$ cat src/rtl/rc4_prga_engine_pkg.sv
// Shared RC4 definitions: byte type, memory-mux encodings and the PRGA state enum.
// Used by the PRGA engine, its bus interface and the plaintext check.
package rc4_pkg;

    typedef logic [7:0] byte_t;
    typedef logic [1:0] mem_sel_t;

    localparam mem_sel_t MEM_S   = 2'd0;
    localparam mem_sel_t MEM_ENC = 2'd1;
    localparam mem_sel_t MEM_DEC = 2'd2;

    typedef enum logic [3:0] {
        IDLE,
        INC_I,
        RD_SI,
        ADD_J,
        RD_SJ,
        WR_SI,
        WR_SJ,
        RD_F,
        RD_ENC,
        CHECK,
        WR_DEC,
        NEXT,
        DONE
    } state_t;

endpackage

$ cat src/rtl/rc4_prga_engine_if.sv
// Muxed memory port shared by the S RAM, encrypted ROM and decrypted RAM.
// The engine drives it through the master modport.
interface rc4_prga_engine_if;
    import rc4_pkg::*;

    logic     mem_req;
    mem_sel_t memory_sel;
    byte_t    address;
    byte_t    data;
    logic     wen;
    byte_t    q_data;

    modport master (output mem_req, memory_sel, address, data, wen, input q_data);
    modport slave  (input mem_req, memory_sel, address, data, wen, output q_data);

endinterface

$ cat src/rtl/rc4_prga_engine_char_check.sv
// Combinational plaintext legality predicate: a byte inside [CHAR_LO, CHAR_HI],
// or a space when ALLOW_SPACE is set. Shared with the key-search controller.
module rc4_char_check
    import rc4_pkg::*;
#(
    parameter byte_t CHAR_LO     = 8'h61,
    parameter byte_t CHAR_HI     = 8'h7A,
    parameter int    ALLOW_SPACE = 1
) (
    input  byte_t ch,
    output logic  legal
);

    always_comb begin
        legal = ((ch >= CHAR_LO) && (ch <= CHAR_HI)) ||
                ((ALLOW_SPACE != 0) && (ch == 8'h20));
    end

endmodule

$ cat src/rtl/rc4_prga_engine.sv
// RC4 keystream (PRGA) decrypt engine: swaps S, XORs keystream with ciphertext
// and writes plaintext, optionally aborting on the first illegal plaintext byte.
module rc4_prga_engine
    import rc4_pkg::*;
#(
    parameter int    MSG_LEN     = 32,
    parameter int    RD_LAT      = 1,
    parameter int    CHECK_EN    = 1,
    parameter byte_t CHAR_LO     = 8'h61,
    parameter byte_t CHAR_HI     = 8'h7A,
    parameter int    ALLOW_SPACE = 1
) (
    input  logic  clk,
    input  logic  reset,
    input  logic  start,
    output logic  finish,
    output logic  pass,
    output byte_t fail_index,
    rc4_prga_engine_if.master mem
);

    localparam logic [1:0] LAT    = 2'(RD_LAT);
    localparam logic [8:0] LAST_K = 9'(MSG_LEN - 1);

    state_t     state, state_next;
    logic [1:0] wait_cnt;
    byte_t      i, j, si, sj, f, c, p;
    logic [8:0] k;
    logic       legal;
    logic       rd_done;
    logic       reject;

    rc4_char_check #(
        .CHAR_LO     (CHAR_LO),
        .CHAR_HI     (CHAR_HI),
        .ALLOW_SPACE (ALLOW_SPACE)
    ) u_check (
        .ch    (p),
        .legal (legal)
    );

    assign p       = f ^ c;
    assign rd_done = (wait_cnt == 2'd0);
    assign reject  = (CHECK_EN != 0) && !legal;

    // NEXT also performs the following byte's i increment, so INC_I runs only once per message.
    always_comb begin
        state_next = state;
        case (state)
            IDLE:    if (start) state_next = INC_I;
            INC_I:   state_next = RD_SI;
            RD_SI:   if (rd_done) state_next = ADD_J;
            ADD_J:   state_next = RD_SJ;
            RD_SJ:   if (rd_done) state_next = WR_SI;
            WR_SI:   state_next = WR_SJ;
            WR_SJ:   state_next = RD_F;
            RD_F:    if (rd_done) state_next = RD_ENC;
            RD_ENC:  if (rd_done) state_next = CHECK;
            CHECK:   state_next = reject ? DONE : WR_DEC;
            WR_DEC:  state_next = NEXT;
            NEXT:    state_next = (k == LAST_K) ? DONE : RD_SI;
            DONE:    if (!start) state_next = IDLE;
            default: state_next = IDLE;
        endcase
    end

    always_comb begin
        finish          = (state == DONE);
        mem.mem_req     = (state != IDLE) && (state != DONE);
        mem.memory_sel  = MEM_S;
        mem.address     = 8'h00;
        mem.data        = 8'h00;
        mem.wen         = 1'b0;
        case (state)
            RD_SI:  mem.address = i;
            RD_SJ:  mem.address = j;
            WR_SI: begin
                mem.address = i;
                mem.data    = sj;
                mem.wen     = 1'b1;
            end
            WR_SJ: begin
                mem.address = j;
                mem.data    = si;
                mem.wen     = 1'b1;
            end
            RD_F:   mem.address = si + sj;
            RD_ENC: begin
                mem.memory_sel = MEM_ENC;
                mem.address    = k[7:0];
            end
            WR_DEC: begin
                mem.memory_sel = MEM_DEC;
                mem.address    = k[7:0];
                mem.data       = p;
                mem.wen        = 1'b1;
            end
            default: ;
        endcase
        // A write must never land in the cycle that reset is aborting.
        if (reset) mem.wen = 1'b0;
    end

    always_ff @(posedge clk) begin
        if (reset) begin
            state      <= IDLE;
            wait_cnt   <= 2'd0;
            i          <= 8'h00;
            j          <= 8'h00;
            k          <= 9'd0;
            si         <= 8'h00;
            sj         <= 8'h00;
            f          <= 8'h00;
            c          <= 8'h00;
            pass       <= 1'b0;
            fail_index <= 8'h00;
        end else begin
            state <= state_next;
            if (state_next != state)
                wait_cnt <= LAT;
            else if (wait_cnt != 2'd0)
                wait_cnt <= wait_cnt - 2'd1;

            case (state)
                IDLE: begin
                    if (start) begin
                        i          <= 8'h00;
                        j          <= 8'h00;
                        k          <= 9'd0;
                        pass       <= 1'b0;
                        fail_index <= 8'h00;
                    end
                end
                INC_I:  i <= i + 8'd1;
                RD_SI:  if (rd_done) si <= mem.q_data;
                ADD_J:  j <= j + si;
                RD_SJ:  if (rd_done) sj <= mem.q_data;
                RD_F:   if (rd_done) f  <= mem.q_data;
                RD_ENC: if (rd_done) c  <= mem.q_data;
                CHECK: begin
                    if (reject) begin
                        pass       <= 1'b0;
                        fail_index <= k[7:0];
                    end
                end
                NEXT: begin
                    k <= k + 9'd1;
                    i <= i + 8'd1;
                    if (k == LAST_K) pass <= 1'b1;
                end
                default: ;
            endcase
        end
    end

endmodule
$ cat src/flat_wrapper.sv
// flat-port wrapper written by rule: the top's interface ports become plain ports
module rc4_prga_engine_flat import rc4_pkg::*;
#(
    parameter int    MSG_LEN     = 32,
    parameter int    RD_LAT      = 1,
    parameter int    CHECK_EN    = 1,
    parameter byte_t CHAR_LO     = 8'h61,
    parameter byte_t CHAR_HI     = 8'h7A,
    parameter int    ALLOW_SPACE = 1
)
  (clk, reset, start, finish, pass, fail_index, mem_mem_req, mem_memory_sel, mem_address, mem_data, mem_wen, mem_q_data);
  rc4_prga_engine_if mem_i ();
  input  logic clk;
  input  logic reset;
  input  logic start;
  output logic finish;
  output logic pass;
  output byte_t fail_index;
  output wire logic [$bits(mem_i.mem_req)-1:0] mem_mem_req;
  output wire logic [$bits(mem_i.memory_sel)-1:0] mem_memory_sel;
  output wire logic [$bits(mem_i.address)-1:0] mem_address;
  output wire logic [$bits(mem_i.data)-1:0] mem_data;
  output wire logic [$bits(mem_i.wen)-1:0] mem_wen;
  input wire logic [$bits(mem_i.q_data)-1:0] mem_q_data;
  assign mem_mem_req = mem_i.mem_req;
  assign mem_memory_sel = mem_i.memory_sel;
  assign mem_address = mem_i.address;
  assign mem_data = mem_i.data;
  assign mem_wen = mem_i.wen;
  assign mem_i.q_data = mem_q_data;
  rc4_prga_engine #(.MSG_LEN(MSG_LEN), .RD_LAT(RD_LAT), .CHECK_EN(CHECK_EN), .CHAR_LO(CHAR_LO), .CHAR_HI(CHAR_HI), .ALLOW_SPACE(ALLOW_SPACE)) u_core (.clk(clk), .reset(reset), .start(start), .finish(finish), .pass(pass), .fail_index(fail_index), .mem(mem_i));
endmodule
$ cat config.mk
export PLATFORM = sky130hd
export DESIGN_NAME = rc4_prga_engine_flat
export DESIGN_NICKNAME = d
export VERILOG_FILES = /design/src/rtl/rc4_prga_engine_pkg.sv /design/src/rtl/rc4_prga_engine_if.sv /design/src/rtl/rc4_prga_engine_char_check.sv /design/src/rtl/rc4_prga_engine.sv /design/src/flat_wrapper.sv
export SDC_FILE = /design/constraint.sdc
export NUM_CORES = 1
export LEC_CHECK = 0
export CAP_MARGIN = 20
export CORE_MARGIN = 2
export CORE_UTILIZATION = 45
export CTS_CLUSTER_SIZE = 20
export DETAILED_ROUTE_END_ITERATION = 16
export PLACE_DENSITY_LB_ADDON = 0.2
export SLEW_MARGIN = 30
export SYNTH_ARGS = -nofsm -noshare
export SYNTH_HDL_FRONTEND = slang
export SYNTH_SLANG_ARGS = --single-unit
$ cat constraint.sdc
create_clock -name clk -period 2.46 [get_ports clk]
set_clock_uncertainty 0.1 [all_clocks]
set_input_delay 0.492 -clock clk [delete_from_list [all_inputs] [get_ports clk]]
set_output_delay 0.492 -clock clk [all_outputs]
set_load 0.02 [all_outputs]
### Yosys cells after proc, flatten, opt, wreduce, memory -nomap -nowiden

Index checks and enable logic that the tools add are counted.

| storage, ports and cells | value |
|---|---|
| register bits after elaboration | 72 |

| cells by class | value |
|---|---|
| multiplexer cells | 27 |
| equal/unequal tests | 19 |
| bitwise operators | 1 |
| $lt $le $gt $ge | 2 |
| reduce and logical (&&, ||, !) cells | 28 |
| add/subtract/negate cells | 5 |

Operators by type and width:

| kind | count |
|---|---|
| 4-bit case mux with 13 select lines | 1 |
| 8-bit case mux with 2 select lines | 3 |
| 8-bit case mux with 4 select lines | 1 |
| 4-bit two-way mux | 7 |
| 8-bit case mux with 3 select lines | 1 |
| 4-bit == test (second input constant) | 5 |
| 9-bit case mux with 2 select lines | 1 |
| 8-bit adder | 2 |
| 4-bit by 3-bit == test with 1-bit output (second input constant) | 4 |
| 8-bit two-way mux | 2 |
| 2-bit AND reduction | 7 |
| 2-bit nonzero test | 6 |
| 2-bit OR reduction | 5 |
| 9-bit by 1-bit adder with 9-bit output (second input constant) | 1 |
| 9-bit by 5-bit == test with 1-bit output (second input constant) | 1 |
| 9-bit two-way mux | 1 |
| 8-bit by 1-bit adder with 8-bit output (second input constant) | 1 |
| 4-bit by 2-bit == test with 1-bit output (second input constant) | 2 |
| 8-bit by 6-bit == test with 1-bit output (second input constant) | 1 |
| 8-bit by 7-bit greater-or-equal comparator with 1-bit output (second input constant) | 1 |
| 8-bit by 7-bit less-or-equal comparator with 1-bit output (second input constant) | 1 |
| 8-bit XOR | 1 |
| 1-bit two-way mux | 7 |
| 4-bit by 1-bit == test with 1-bit output (second input constant) | 1 |
| other kinds (17) | 19 |

### Longest topological paths before layout

| depth | value |
|---|---|
| depth after elaboration | 8 |
| mapped depth | 8 |
| gate-level depth less buffers | 8 |

### Hierarchy

Synthesis repeated with hierarchy kept, for this count alone.

| unflattened totals | value |
|---|---|
| cells, all modules | 520 |
| area total of the unflattened synthesis | 4,325.4 µm² |

By module, submodules not included:

| module | cells each | instances | sequential area each (µm²) | area each (µm²) |
|---|---|---|---|---|
| rc4_prga_engine | 510 | 1 | 1,441.4 | 4,261.6 |
| rc4_char_check | 10 | 1 | 0.0 | 63.8 |

### Worst setup path after synthesis

No wires, ideal clock.

| timing | value |
|---|---|
| path type | flip-flop to output port |
| start | reg u_core.sj[0] |
| end | out mem_address[6] |
| arrival time | 2.058 ns |
| path buffers | 0 |
| required time | 1.868 ns |
| stages on the path, launching flop included | 9 |
| setup slack | -0.190 ns |
| cells stage by stage | dfxtp_1 > ha_1 > fa_1 > a21o_1 > a21oi_1 > o21bai_1 > a21oi_1 > xor2_1 > o21ai_0 |

| between the ends | value |
|---|---|
| longest elaborated chain between the ends | 2 |

Ends and longest elaborated chain:

| item | line | source |
|---|---|---|
| start: declaration | rc4_prga_engine.sv:27 | `byte_t i, j, si, sj, f, c, p;` |
| start signal: assignment | rc4_prga_engine.sv:137 | `RD_SJ: if (rd_done) sj <= mem.q_data;` |
| 8-bit adder | rc4_prga_engine.sv:87 | `RD_F: mem.address = si + sj;` |
| 8-bit case mux with 4 select lines | rc4_prga_engine.sv:74 | `case (state)` |
| end: declaration | flat_wrapper.sv:21 | `output wire logic [$bits(mem_i.address)-1:0] mem_address;` |

Every way passes these cells.

### Worst setup path after layout

| timing | value |
|---|---|
| start | reg u_core.sj[1] |
| end | out mem_address[6] |

The elaborated chain is that of the path after synthesis.

==> flow_summary.yaml <==
clocking:
  insertion_delay_ns: 0.35
  cts.sinks: 72
  htree_levels: 3
  clockBufferDepth: 2
  clkTransAtPathRegs_ns: 0.09
  cts_tree: "built"
  cts_root_buf: "clkbuf_8"
  cts_hold_buffers: 0
  cts_buffers: 9
worst_setup_path:
  r2r_slack_ns: 0.17
  cp-end-kind: "primary output"
  worstSetupPathType: "flip-flop to primary output"
  critPathLaunch: "u_core.sj[1]"
  start_kind: "flip-flop"
  r2r_start: "u_core.si[1]"
  cp_data_arrival_time_ns: 2.16
  cp.required_ns: 1.87
  ff2ff_path_depth: 8
  crit_end: "mem_address[6]"
  crit_fanout: 3
  r2r-end: "u_core.j[7]"
power_and_ir_drop:
  vdd_ir_drop_max_mv: 0.312
  p_leak_nw: 2.18
  p_total_w: 0.00272
  power_density_nw_per_um2: 526
drt:
  vias_per_cell: 5.57
  postRouteAntennaNets: 0
  vias: 3760
  wl_microns: 11000
  drt_iter0_drc: 166
  drtPass1Iterations: 4
  drc: 0
  drt-wirelength-per-cell_microns: 16.4
sta:
  relSlewSlack_pct: 53.7
  fin_crit_sh_pct: 112
  rsz0062_at_grt: "true"
  fmax_mhz: 363
  final_max_slew_viol_count: 0
  finalHoldViolCount: 0
  finalSetupViolCount: 4
  fin_ws_ns: -0.294
  worstMarginPinSlew_ns: 0.695
  worst_hold_slack_ns: 0.374
  fin_crit_ns: 2.75
global_route:
  grt_max_degree: 65
  grt_antenna_before_repair: 0
  track_usage_pct: 23.2
  gr-total-overflow: 0
  grt_pass1_vias: 3615
  grt_pass1_wl_microns: 18100
layout:
  final.fill_count: 792
  antennaDiodeCount: 0
  area_growth_pct: 28.0
  finish.net_count: 592
  final_area_sq_um: 5160
  layout.cells.non_filler: 675
  multi_input_area_sq_um: 2550
  register_area_sq_um: 1460
  layout-drive-gt1-share_pct: 20.6
  final_util_pct: 59.2
synthesis:
  synth_cells: 483
  synth_cell_type_count: 54
  synth_area_leaders: "dfxtp_1, mux2i_1, nor2_1"
  async_flop_share_pct: 0
  synth_edf_count: 0
  ys.flop_type: "dfxtp_1"
  synth_top_area_share_pct: 35.8
  syn_nets: 513
  synth_area_leader_cell: "dfxtp_1"
  syn_area_sq_um: 4030
  yosys-top-cells-count: "nor2_1, dfxtp_1, nand2_1, a21oi_1, mux2i_1"
  yosysSeqAreaShare_pct: 35.8
  syn_area_per_cell_sq_um: 8.34
  synth_most_common_cell: "nor2_1"
  yosys_warnings: 0
  ys_seq_elements: 72
status:
  outcome: "finished, violations left"
  violations: "negative setup slack"
job:
  maxCapViolations: 0
die:
  std_cell_rows: 34
  die_height_microns: 98.6
  core-area_sq_um: 8720
  die_x_microns: 98.6
  io_pins: 41
  initial_utilization_pct: 46.2
  fp.dieArea_sq_um: 9730
worst_hold_path:
  holdCritPathClass: "flip-flop to flip-flop"
  hp-start: "u_core.fail_index[0]"
placed_design:
  place.port_buffers: 40
  place.gp.congestion: 0.932
  dpl_cell_area_sq_um: 4870
  hpwlAfterDp_microns: 8150
  dp.cells: 658
metrics by stage:
step                TNS [ns]  setup slack (ns)
floorplan                  0            0.0413
global placement       -1.76            -0.489
detailed placement     -2.09            -0.547
CTS                    -1.11            -0.343
global route           -1.47            -0.407
finish                -0.984            -0.294
critical path, cell delays in order (launching register included):
cell and delay, ns:
dfxtp_2 0.35, buf_6 0.12, fa_2 0.38, a21o_1 0.17
a21oi_2 0.15, o21bai_1 0.08, a21oi_1 0.15, xor2_1 0.19
o21ai_2 0.07, buf_6 0.13
state kept, by name (all words and copies together), names as in the netlist:
name,cells
u_core.si,8
u_core.fail_index,8
u_core.c,8
u_core.sj,8
u_core.j,8
u_core.wait_cnt,2
u_core.i,8
u_core.f,8
u_core.k,9
u_core.pass,1
u_core.state,4
power breakdown:
part / total (W) / switching (W) / internal [W]
sequential: 0.00121 / 0.0000216 / 0.00119
clock: 0.00108 / 0.000498 / 0.000582
combinational: 0.000426 / 0.000248 / 0.000178
total: 0.00272 / 0.000768 / 0.00195
cell families (layout without fill, tap and decap cells):
logic type                 Yosys count  in the layout  synth area share (%)
xor gates and xnor gates            25             25                  5.99
AOI/OAI and AO/OA                  109            109                  18.2
DFF                                 72             72                  35.8
buffers and inverters               32            116                  3.35
and+or+nand+nor                    187            187                  20.6
adders and majority gates           19             19                  6.27
muxes                               39             39                  9.88
placed cells by master, fill, tap and decap left out, types with 12 or more instances in the layout:
cell type,count
nor3_1,12
nor2_1,79
xor2_1,12
clkdlybuf4s50_1,18
nand2_1,48
dfxtp_1,64
mux2i_1,33
ha_1,15
a21oi_1,36
nand3_1,21
buf_4,52
a22oi_1,16
worst min-delay path by stage:
| stage | end | slack, ns | cells after the start |
|---|---|---|---|
| after global placement | u_core.fail_index[0] | 0.35 | 1 |
| after global routing | u_core.fail_index[2] | 0.40 | 1 |
| final | u_core.fail_index[0] | 0.37 | 1 |
| after floorplan | u_core.j[7] | 0.35 | 1 |
| after CTS | u_core.fail_index[0] | 0.38 | 1 |
| after detailed placement | u_core.fail_index[3] | 0.36 | 1 |
layout make-up:
| class | count | share of cell area (%) |
|---|---|---|
| inverters | 6 | 0.437 |
| repair buffers | 94 | 14.8 |
| multi-input cells | 379 | 49.5 |
| well taps | 108 | 2.62 |
| flip-flops and latches | 72 | 28.2 |
| clock inverters | 7 | 1.96 |
| clock buffers | 9 | 2.40 |
per-layer routing:
| layer | share of wire, % | wire length, microns | GRT usage, % |
|---|---|---|---|
| met2 | 48 | 5290 | 39.0 |
| met3 | 5.1 | 564 | 3.90 |
| met4 | 2.3 | 254 | 8.54 |
| met1 | 45 | 4940 | 30.2 |
| met5 | 0 | 0 | 0 |
timing repair:
action,4_1_cts,5_1_grt
cloned,0,0
gates resized for setup,81,20
endpoints found under the setup margin,21,17
pin swaps,15,4
buffers inserted,1,1
(Power assumes the default switching activity.)
